<file path="src/rtl/rst_seq_ctrl.sv">
// Staged reset sequencer: filters lock, holds all resets, then releases them in ascending order.
// Optional soft-request counter port soft_rst_cnt is built when RST_SEQ_CNT_EN is defined.
module rst_seq_ctrl #(
  parameter int unsigned N_STAGE   = 4,
  parameter int unsigned LOCK_FILT = 16,
  parameter int unsigned HOLD_CYC  = 32,
  parameter int unsigned REL_DLY   = 8
) (
  input  logic               clk_in,
  input  logic               rst_in,
  input  logic               lock_in,
  input  logic               soft_rst_req,
  output logic [N_STAGE-1:0] stage_rst,
  output logic               seq_done,
  output logic               seq_busy
`ifdef RST_SEQ_CNT_EN
  ,
  output logic [7:0]         soft_rst_cnt
`endif
);

  localparam int unsigned MAX_LH  = (LOCK_FILT > HOLD_CYC) ? LOCK_FILT : HOLD_CYC;
  localparam int unsigned CNT_MAX = (MAX_LH > REL_DLY) ? MAX_LH : REL_DLY;
  localparam int unsigned CNT_W   = $clog2(CNT_MAX + 1);
  localparam int unsigned IDX_W   = $clog2(N_STAGE + 1);

  localparam logic [CNT_W-1:0] LOCK_LAST = CNT_W'(LOCK_FILT - 1);
  localparam logic [CNT_W-1:0] HOLD_LAST = CNT_W'(HOLD_CYC - 1);
  localparam logic [CNT_W-1:0] REL_LAST  = CNT_W'(REL_DLY - 1);
  localparam logic [IDX_W-1:0] IDX_LAST  = IDX_W'(N_STAGE - 1);

  typedef enum logic [1:0] {
    S_WAIT_LOCK = 2'd0,
    S_HOLD      = 2'd1,
    S_RELEASE   = 2'd2,
    S_RUN       = 2'd3
  } state_t;

  state_t             r_state;
  logic [CNT_W-1:0]   r_cnt;
  logic [IDX_W-1:0]   r_idx;
  logic [N_STAGE-1:0] r_stage_rst;
  logic               r_seq_done;
  logic               r_seq_busy;

  state_t             w_state_nxt;
  logic [CNT_W-1:0]   w_cnt_nxt;
  logic [IDX_W-1:0]   w_idx_nxt;
  logic [N_STAGE-1:0] w_stage_nxt;
  logic               w_done_nxt;
  logic               w_busy_nxt;
  logic               w_lock_lost;
  logic               w_soft_acc;

  // Global events only apply once lock has been qualified; lock loss outranks a soft request.
  assign w_lock_lost = (r_state != S_WAIT_LOCK) && !lock_in;
  assign w_soft_acc  = (r_state != S_WAIT_LOCK) && lock_in && soft_rst_req;

  always_ff @(posedge clk_in) begin
    if (rst_in) begin
      r_state     <= S_WAIT_LOCK;
      r_cnt       <= '0;
      r_idx       <= '0;
      r_stage_rst <= '1;
      r_seq_done  <= 1'b0;
      r_seq_busy  <= 1'b0;
    end else begin
      r_state     <= w_state_nxt;
      r_cnt       <= w_cnt_nxt;
      r_idx       <= w_idx_nxt;
      r_stage_rst <= w_stage_nxt;
      r_seq_done  <= w_done_nxt;
      r_seq_busy  <= w_busy_nxt;
    end
  end

  always_comb begin
    w_state_nxt = r_state;
    w_cnt_nxt   = r_cnt;
    w_idx_nxt   = r_idx;
    w_stage_nxt = r_stage_rst;
    w_done_nxt  = r_seq_done;
    w_busy_nxt  = r_seq_busy;

    case (r_state)
      S_WAIT_LOCK: begin
        w_stage_nxt = '1;
        w_done_nxt  = 1'b0;
        w_busy_nxt  = 1'b0;
        if (lock_in) begin
          if (r_cnt == LOCK_LAST) begin
            w_state_nxt = S_HOLD;
            w_cnt_nxt   = '0;
            w_busy_nxt  = 1'b1;
          end else begin
            w_cnt_nxt = r_cnt + CNT_W'(1);
          end
        end else begin
          w_cnt_nxt = '0;
        end
      end
      S_HOLD: begin
        if (r_cnt == HOLD_LAST) begin
          w_state_nxt = S_RELEASE;
          w_cnt_nxt   = '0;
          w_idx_nxt   = '0;
        end else begin
          w_cnt_nxt = r_cnt + CNT_W'(1);
        end
      end
      S_RELEASE: begin
        if (r_cnt == REL_LAST) begin
          // Thermometer release: shifting in a zero drops the lowest still-asserted stage.
          w_cnt_nxt   = '0;
          w_stage_nxt = r_stage_rst << 1;
          if (r_idx == IDX_LAST) begin
            w_state_nxt = S_RUN;
            w_done_nxt  = 1'b1;
            w_busy_nxt  = 1'b0;
          end else begin
            w_idx_nxt = r_idx + IDX_W'(1);
          end
        end else begin
          w_cnt_nxt = r_cnt + CNT_W'(1);
        end
      end
      S_RUN: begin
        w_stage_nxt = '0;
        w_done_nxt  = 1'b1;
        w_busy_nxt  = 1'b0;
      end
      default: begin
        w_state_nxt = S_WAIT_LOCK;
        w_cnt_nxt   = '0;
        w_idx_nxt   = '0;
        w_stage_nxt = '1;
        w_done_nxt  = 1'b0;
        w_busy_nxt  = 1'b0;
      end
    endcase

    if (w_lock_lost) begin
      w_state_nxt = S_WAIT_LOCK;
      w_cnt_nxt   = '0;
      w_idx_nxt   = '0;
      w_stage_nxt = '1;
      w_done_nxt  = 1'b0;
      w_busy_nxt  = 1'b0;
    end else if (w_soft_acc) begin
      w_state_nxt = S_HOLD;
      w_cnt_nxt   = '0;
      w_idx_nxt   = '0;
      w_stage_nxt = '1;
      w_done_nxt  = 1'b0;
      w_busy_nxt  = 1'b1;
    end
  end

  assign stage_rst = r_stage_rst;
  assign seq_done  = r_seq_done;
  assign seq_busy  = r_seq_busy;

`ifdef RST_SEQ_CNT_EN
  logic [7:0] r_soft_cnt;

  // Saturating count of accepted soft requests; survives lock loss.
  always_ff @(posedge clk_in) begin
    if (rst_in) begin
      r_soft_cnt <= 8'd0;
    end else if (w_soft_acc && (r_soft_cnt != 8'hFF)) begin
      r_soft_cnt <= r_soft_cnt + 8'd1;
    end
  end

  assign soft_rst_cnt = r_soft_cnt;
`endif

  a_thermo: assert property (@(posedge clk_in) disable iff (rst_in)
    ((~r_stage_rst) & ((~r_stage_rst) + N_STAGE'(1))) == '0);
  a_done_clear: assert property (@(posedge clk_in) disable iff (rst_in)
    r_seq_done |-> (r_stage_rst == '0));
  a_busy_done: assert property (@(posedge clk_in) disable iff (rst_in)
    !(r_seq_busy && r_seq_done));

endmodule
</file>
<file path="config.mk">
export PLATFORM = sky130hd
export DESIGN_NAME = rst_seq_ctrl
export DESIGN_NICKNAME = d
export VERILOG_FILES = /design/src/rtl/rst_seq_ctrl.sv
export SDC_FILE = /design/constraint.sdc
export NUM_CORES = 1
export LEC_CHECK = 0
export ABC_AREA = 1
export BUFFER_PORTS_ARGS = -buffer_cell sky130_fd_sc_hd__buf_2
export CAP_MARGIN = 20
export CORE_UTILIZATION = 57
export CTS_CLUSTER_SIZE = 14
export DETAILED_ROUTE_END_ITERATION = 8
export GPL_TIMING_DRIVEN = 1
export PLACE_DENSITY_LB_ADDON = 0.12
export SLEW_MARGIN = 40
export SYNTH_ARGS = -nofsm -noshare
export SYNTH_HDL_FRONTEND = slang
export SYNTH_SLANG_ARGS = --single-unit
</file>
<file path="constraint.sdc">
create_clock -name clk_in -period 1.84 [get_ports clk_in]
set_input_delay 0.092 -clock clk_in [delete_from_list [all_inputs] [get_ports clk_in]]
set_output_delay 0.092 -clock clk_in [all_outputs]
set_load 0.01 [all_outputs]
</file>
Word-level counts from Yosys, hierarchy flattened --
Index checks and enable logic that the tools add are counted.
Storage, ports and cells: bits in registers 17, memory bits (read-only) 0, RAM bits 0, bits in latches 0, memories kept 0
Operators by class: divide/modulo/power cells 0, $lt $le $gt $ge 0, add/subtract/negate cells 2, mux-type cells 27, bitwise operators 0, shift-type cells 0, multiply operators 0, reductions and logical operators 19, equal/unequal tests 18
Operators by type and width (number):
- $mux W6 | 4
- $pmux W6 S3 | 1
- $ne A3 B3 Y1 const B | 5
- $ne A2 B2 Y1 const B | 6
- $pmux W4 S3 | 1
- $reduce_and A6 Y1 | 2
- $mux W2 | 5
- $mux W3 | 3
- $mux W1 | 8
- $reduce_bool A4 Y1 | 2
- $add A6 B1 Y6 const B | 1
- $eq A6 B3 Y1 const B | 1
- $eq A6 B4 Y1 const B | 1
- $eq A6 B5 Y1 const B | 1
- $pmux W1 S3 | 2
- $pmux W2 S3 | 1
- $pmux W3 S2 | 1
- $reduce_and A3 Y1 | 2
- $reduce_bool A3 Y1 | 2
- $eq A2 B2 Y1 const B | 2
- $mux W4 | 1
- $reduce_and A4 Y1 | 1
- $reduce_bool A2 Y1 | 2
- $add A3 B1 Y3 const B | 1
- other kinds (8) | 10

Longest topological paths before layout --
word-level depth 5, depth in mapped cells 11, depth with buffers taken out 11

Worst setup path before layout --
No wires, ideal clock.
kind flip-flop to flip-flop, start point register r_state[0], end point register r_seq_busy (netlist: seq_busy), stages on the path, launching flop included 9, slack 0.339 ns, arrival 1.388 ns, clock period less this slack 1.501 ns, buffers on the path 1, data required time 1.727 ns, cells stage by stage dfxtp_1 > inv_1 > ha_1 > buf_6 > or2_1 > o211ai_1 > nand2_1 > nand2_1 > nor2_1
On the way: word-level cells in the longest chain between the ends 5, elaborated cells between the ends (all ways) 14, classes of those cells 4 x eq/ne; 2 x mux; 8 x reduce/logical
Ends and longest elaborated chain:
- start: declaration | RTL line 39 | state_t r_state;
- start signal: assignment | RTL line 68 | r_state <= w_state_nxt;
- $reduce_bool A2 Y1 | RTL line 56, 57
- $logic_and A1 B1 Y1 (2 in series) | RTL line 57 | assign w_soft_acc = (r_state != S_WAIT_LOCK) && lock_in && soft_rst_req;
- $ne A3 B3 Y1 (no line) or $reduce_bool A4 Y1 (tied branches)
- $reduce_and A3 Y1 (no line)
- end signal: assignment | RTL line 73 | r_seq_busy <= w_busy_nxt;
- end: declaration | RTL line 44 | logic r_seq_busy;
Several ways; a longest one is shown, not always the timed one. A chain may end at the register's enable or synchronous reset.

Final worst setup path --
start point register r_state[0], end point register r_state[0]
On the way: word-level cells in the longest chain between the ends 5, elaborated cells between the ends (all ways) 17, classes of those cells 7 x eq/ne; 2 x mux; 8 x reduce/logical
Ends and longest elaborated chain (RTL line):
- $reduce_bool A2 Y1 | 56, 57
- $logic_and A1 B1 Y1 (2 in series) | 57
- $ne A3 B3 Y1 (no line) or $reduce_bool A4 Y1 (tied branches)
- $reduce_and A6 Y1 (no line)
Several ways; a longest one is shown, not always the timed one.

==> impl_results.md <==
* Max_cap viols at 0
* Slowest-stage cell, CP: dfxtp_1
* Synth Area in Compound Gates at roughly 18%
* Synthesized area per cell at about 7.5 sq um
* Inserted Clock Buffers at 3
* DRC at 0
* Post-cts sizing count at 0
* CP Max Fanout at 6
* Largest net degree at the start of global routing at 11
* N_diodes at 0
* Cells after Synth at about 140
* Rel. slew slack at about four fifths
* WS Path Type: reg -> reg
* Area Growth Syn to Fin at 9.112%
* Global routing's busiest layer: met2
* Reg clk slew, reported paths at roughly 0.10 ns
* Root buf cell: clkbuf_4
* Fillers at approximately 170
* IO Pins at 10
* First-pass GRT wire length at around 3300 um
* Simple-gate share of the synthesized area at 31.95%
* IO Port Bufs at 9
* Yosys reg bits at 17
* Max VDD drop at about 0.8 mV
* CP Cell Sequence: inv_1 > ha_1 > inv_2 > or2_4 > o21ai_0 > a21oi_1 > nand3_1 > nand2_1 > nor2_1
* Final nets at around 170
* Max incr delay on CP at between 0.4 and 0.5 ns
* Die Y at ~46 um
* Initial antenna violation count at 0
* Initial DRC Count at 18
* DP Wirelength at between 1500 and 2000 um
* PD cells at roughly 1200 mW/mm^2
* GP Congestion at 0.9085
* Routed WL at just under 2000 um
* Die W at 45.63 um
* Unrepaired setup endpoints after global routing: false
* M1 GR Usage at around 28%
* Synth warn at 0
* Gr ovfl total at 0
* Via count at approximately 960
* Clock sinks at 17
* CTS tree: built
* # Post-CTS Setup Buffers at 0
* Largest family of logic cells by synthesized area: simple AND/OR/NAND/NOR gates
* Final Hold Fails at 0
* Seq/Total Area, Yosys at a little under a third
* Synth Area in Adders at approximately a tenth
* Mux cell area share after synthesis at under 10%
* Final Worst Setup Slack at ~0.21 ns
* Worst clock skew at approximately 0.0033 ns
* P_leak at roughly 0.52 nW
* Commonest non-fill, non-tap cell in the layout: nand2_1
* Commonest cells after routing, fill and taps aside: nand2_1 (25), dfxtp_1 (17), nor2_1 (14), nand3_1 (14)
* Clock Path Buffers at 2
* WL/cell at around 11 um
* Vias in the first global route at about 800
* Htree depth at 1
* Post-CTS Hold Buffers at 0
* Core Region at 0.001764 sq mm
* Syn Nets at 157
* Final antenna-violating net count at 0
* Period utilization at approximately nine tenths
* Worst-margin pin slew at approximately 0.29 ns
* Skew-Pair Late Insertion Delay at roughly 0.3 ns
* First drt pass iteration count at 4
* Average via count per standard cell at 5.253
* CP arrival at about 1.8 ns
* Met2 global-route usage at ~35%
* Startpoint types: flop
* Post-Route Setup TNS at 0 ns
* Hold Path Class: in -> reg
* Fmax at roughly 610 MHz
* DP Worst Slack at 0.2286 ns
* Setup violations, final at 0
* Die area at approximately 0.0021 sq mm
* Synth cell types at 31
* Rows at 15
* Xor and xnor area share after synthesis at 0%
* Layout cells sized above 1 at between 20 and 25%
* Met3 Use GR at 3.571%
* Initial Utilization at approximately three fifths
* Crit end category: flop
* Req. time, crit path at 2.04 ns
* Synthesized area at 0.001085 sq mm
* GRT Resource Usage Total at between 20 and 25%
* Final min period at approximately 1.6 ns
* Slew Viols, Final at 0
* Status: completed
## kinds of logic after synthesis
family / count (synthesis)
and+or+nand+nor: 68
muxes: 1
AOI/OAI and AO/OA: 30
DFF: 17
adders and majority gates: 9
buffers and inverters: 19
## registers in the layout, summed over array words and instances, names as in the netlist
register,count
r_state,2
r_cnt,6
r_idx,3
stage_rst,4
seq_busy,1
seq_done,1
## per-layer routing
layer  vias up  share of wire (%)
li1        506                  -
met1       433                 50
met2        12                 45
met3         5                2.1
met4         0                2.4
met5         -                  0
## layout make-up
cell class,count,area [sq um],area share (%)
flip-flops and latches,17,340.3,28.75
multi-input cells,108,660.6,55.81
inverters,18,72.57,6.131
repair buffers,10,52.55,4.440
well taps,25,31.28,2.643
clock buffers,4,26.28,2.220
## final timing paths
| path | from | endpoint | slack, ns | depth (start not counted) |
|---|---|---|---|---|
| min | soft_rst_req | r_state[0]$_SDFFE_PP0P_ | 0.23 | 5 |
| max | r_state[0]$_SDFFE_PP0P_ | r_state[0]$_SDFFE_PP0P_ | 0.21 | 9 |
| max reg2reg | r_state[0]$_SDFFE_PP0P_ | r_state[0]$_SDFFE_PP0P_ | 0.21 | 9 |
| min reg2reg | stage_rst[1]$_SDFFE_PP1P_ | stage_rst[2]$_SDFFE_PP1P_ | 0.46 | 2 |
## where the power goes
| part | internal (mW) | leakage (nW) | switching [mW] |
|---|---|---|---|
| Combinational | 0.284 | 0.369 | 0.459 |
| Sequential | 0.437 | 0.138 | 0.0469 |
| Clock | 0.0845 | 0.0150 | 0.118 |
## synth_stat cells
cell type	count	area, sq um
dfxtp_1	17	340.3
nand2_4	3	33.78
o21ai_0	4	20.02
nor2_2	1	6.260
or2_2	2	12.51
inv_1	13	48.80
or2_0	1	6.260
mux2_2	1	11.26
nand3_2	1	10.01
o211ai_1	1	7.510
nand2_2	1	6.260
nor3_1	1	5.000
inv_4	2	12.51
o21ai_4	1	16.27
or2_1	1	6.260
o21ai_2	3	26.28
buf_6	1	11.26
o21bai_2	1	11.26
nand3_1	14	70.07
a21oi_2	1	8.760
nor2_1	14	52.55
a31oi_1	2	12.51
nand2_1	25	93.84
a21o_1	1	7.510
nand3b_1	2	15.01
a21oi_1	13	65.06
or2_4	1	8.760
inv_2	3	11.26
nor2_8	1	20.02
ha_1	9	112.6
o21ai_1	3	15.01
## critical path: cells and delay by family (launching register included)
family                     cells  cell delay [ns]
AOI/OAI and AO/OA              2             0.26
adders and majority gates      1             0.30
buffers and inverters          2             0.20
DFF                            1             0.41
and+or+nand+nor                4             0.36
## stage by stage
stage | hold slack, ns | total power [mW] | area [sq um] | util (%) | cells
floorplan | 0.3689 | 1.093 | 1085 | - | 144
global placement | 0.4466 | 1.226 | 1157 | 65.60 | 178
detailed placement | 0.4542 | 1.238 | 1157 | 65.60 | 178
CTS | 0.2162 | 1.446 | 1184 | 67.09 | 182
global route | 0.2408 | 1.560 | 1184 | 67.09 | 182
finish | 0.2271 | 1.430 | 1184 | 67.09 | 182
Power figures use the tool's default switching activity.
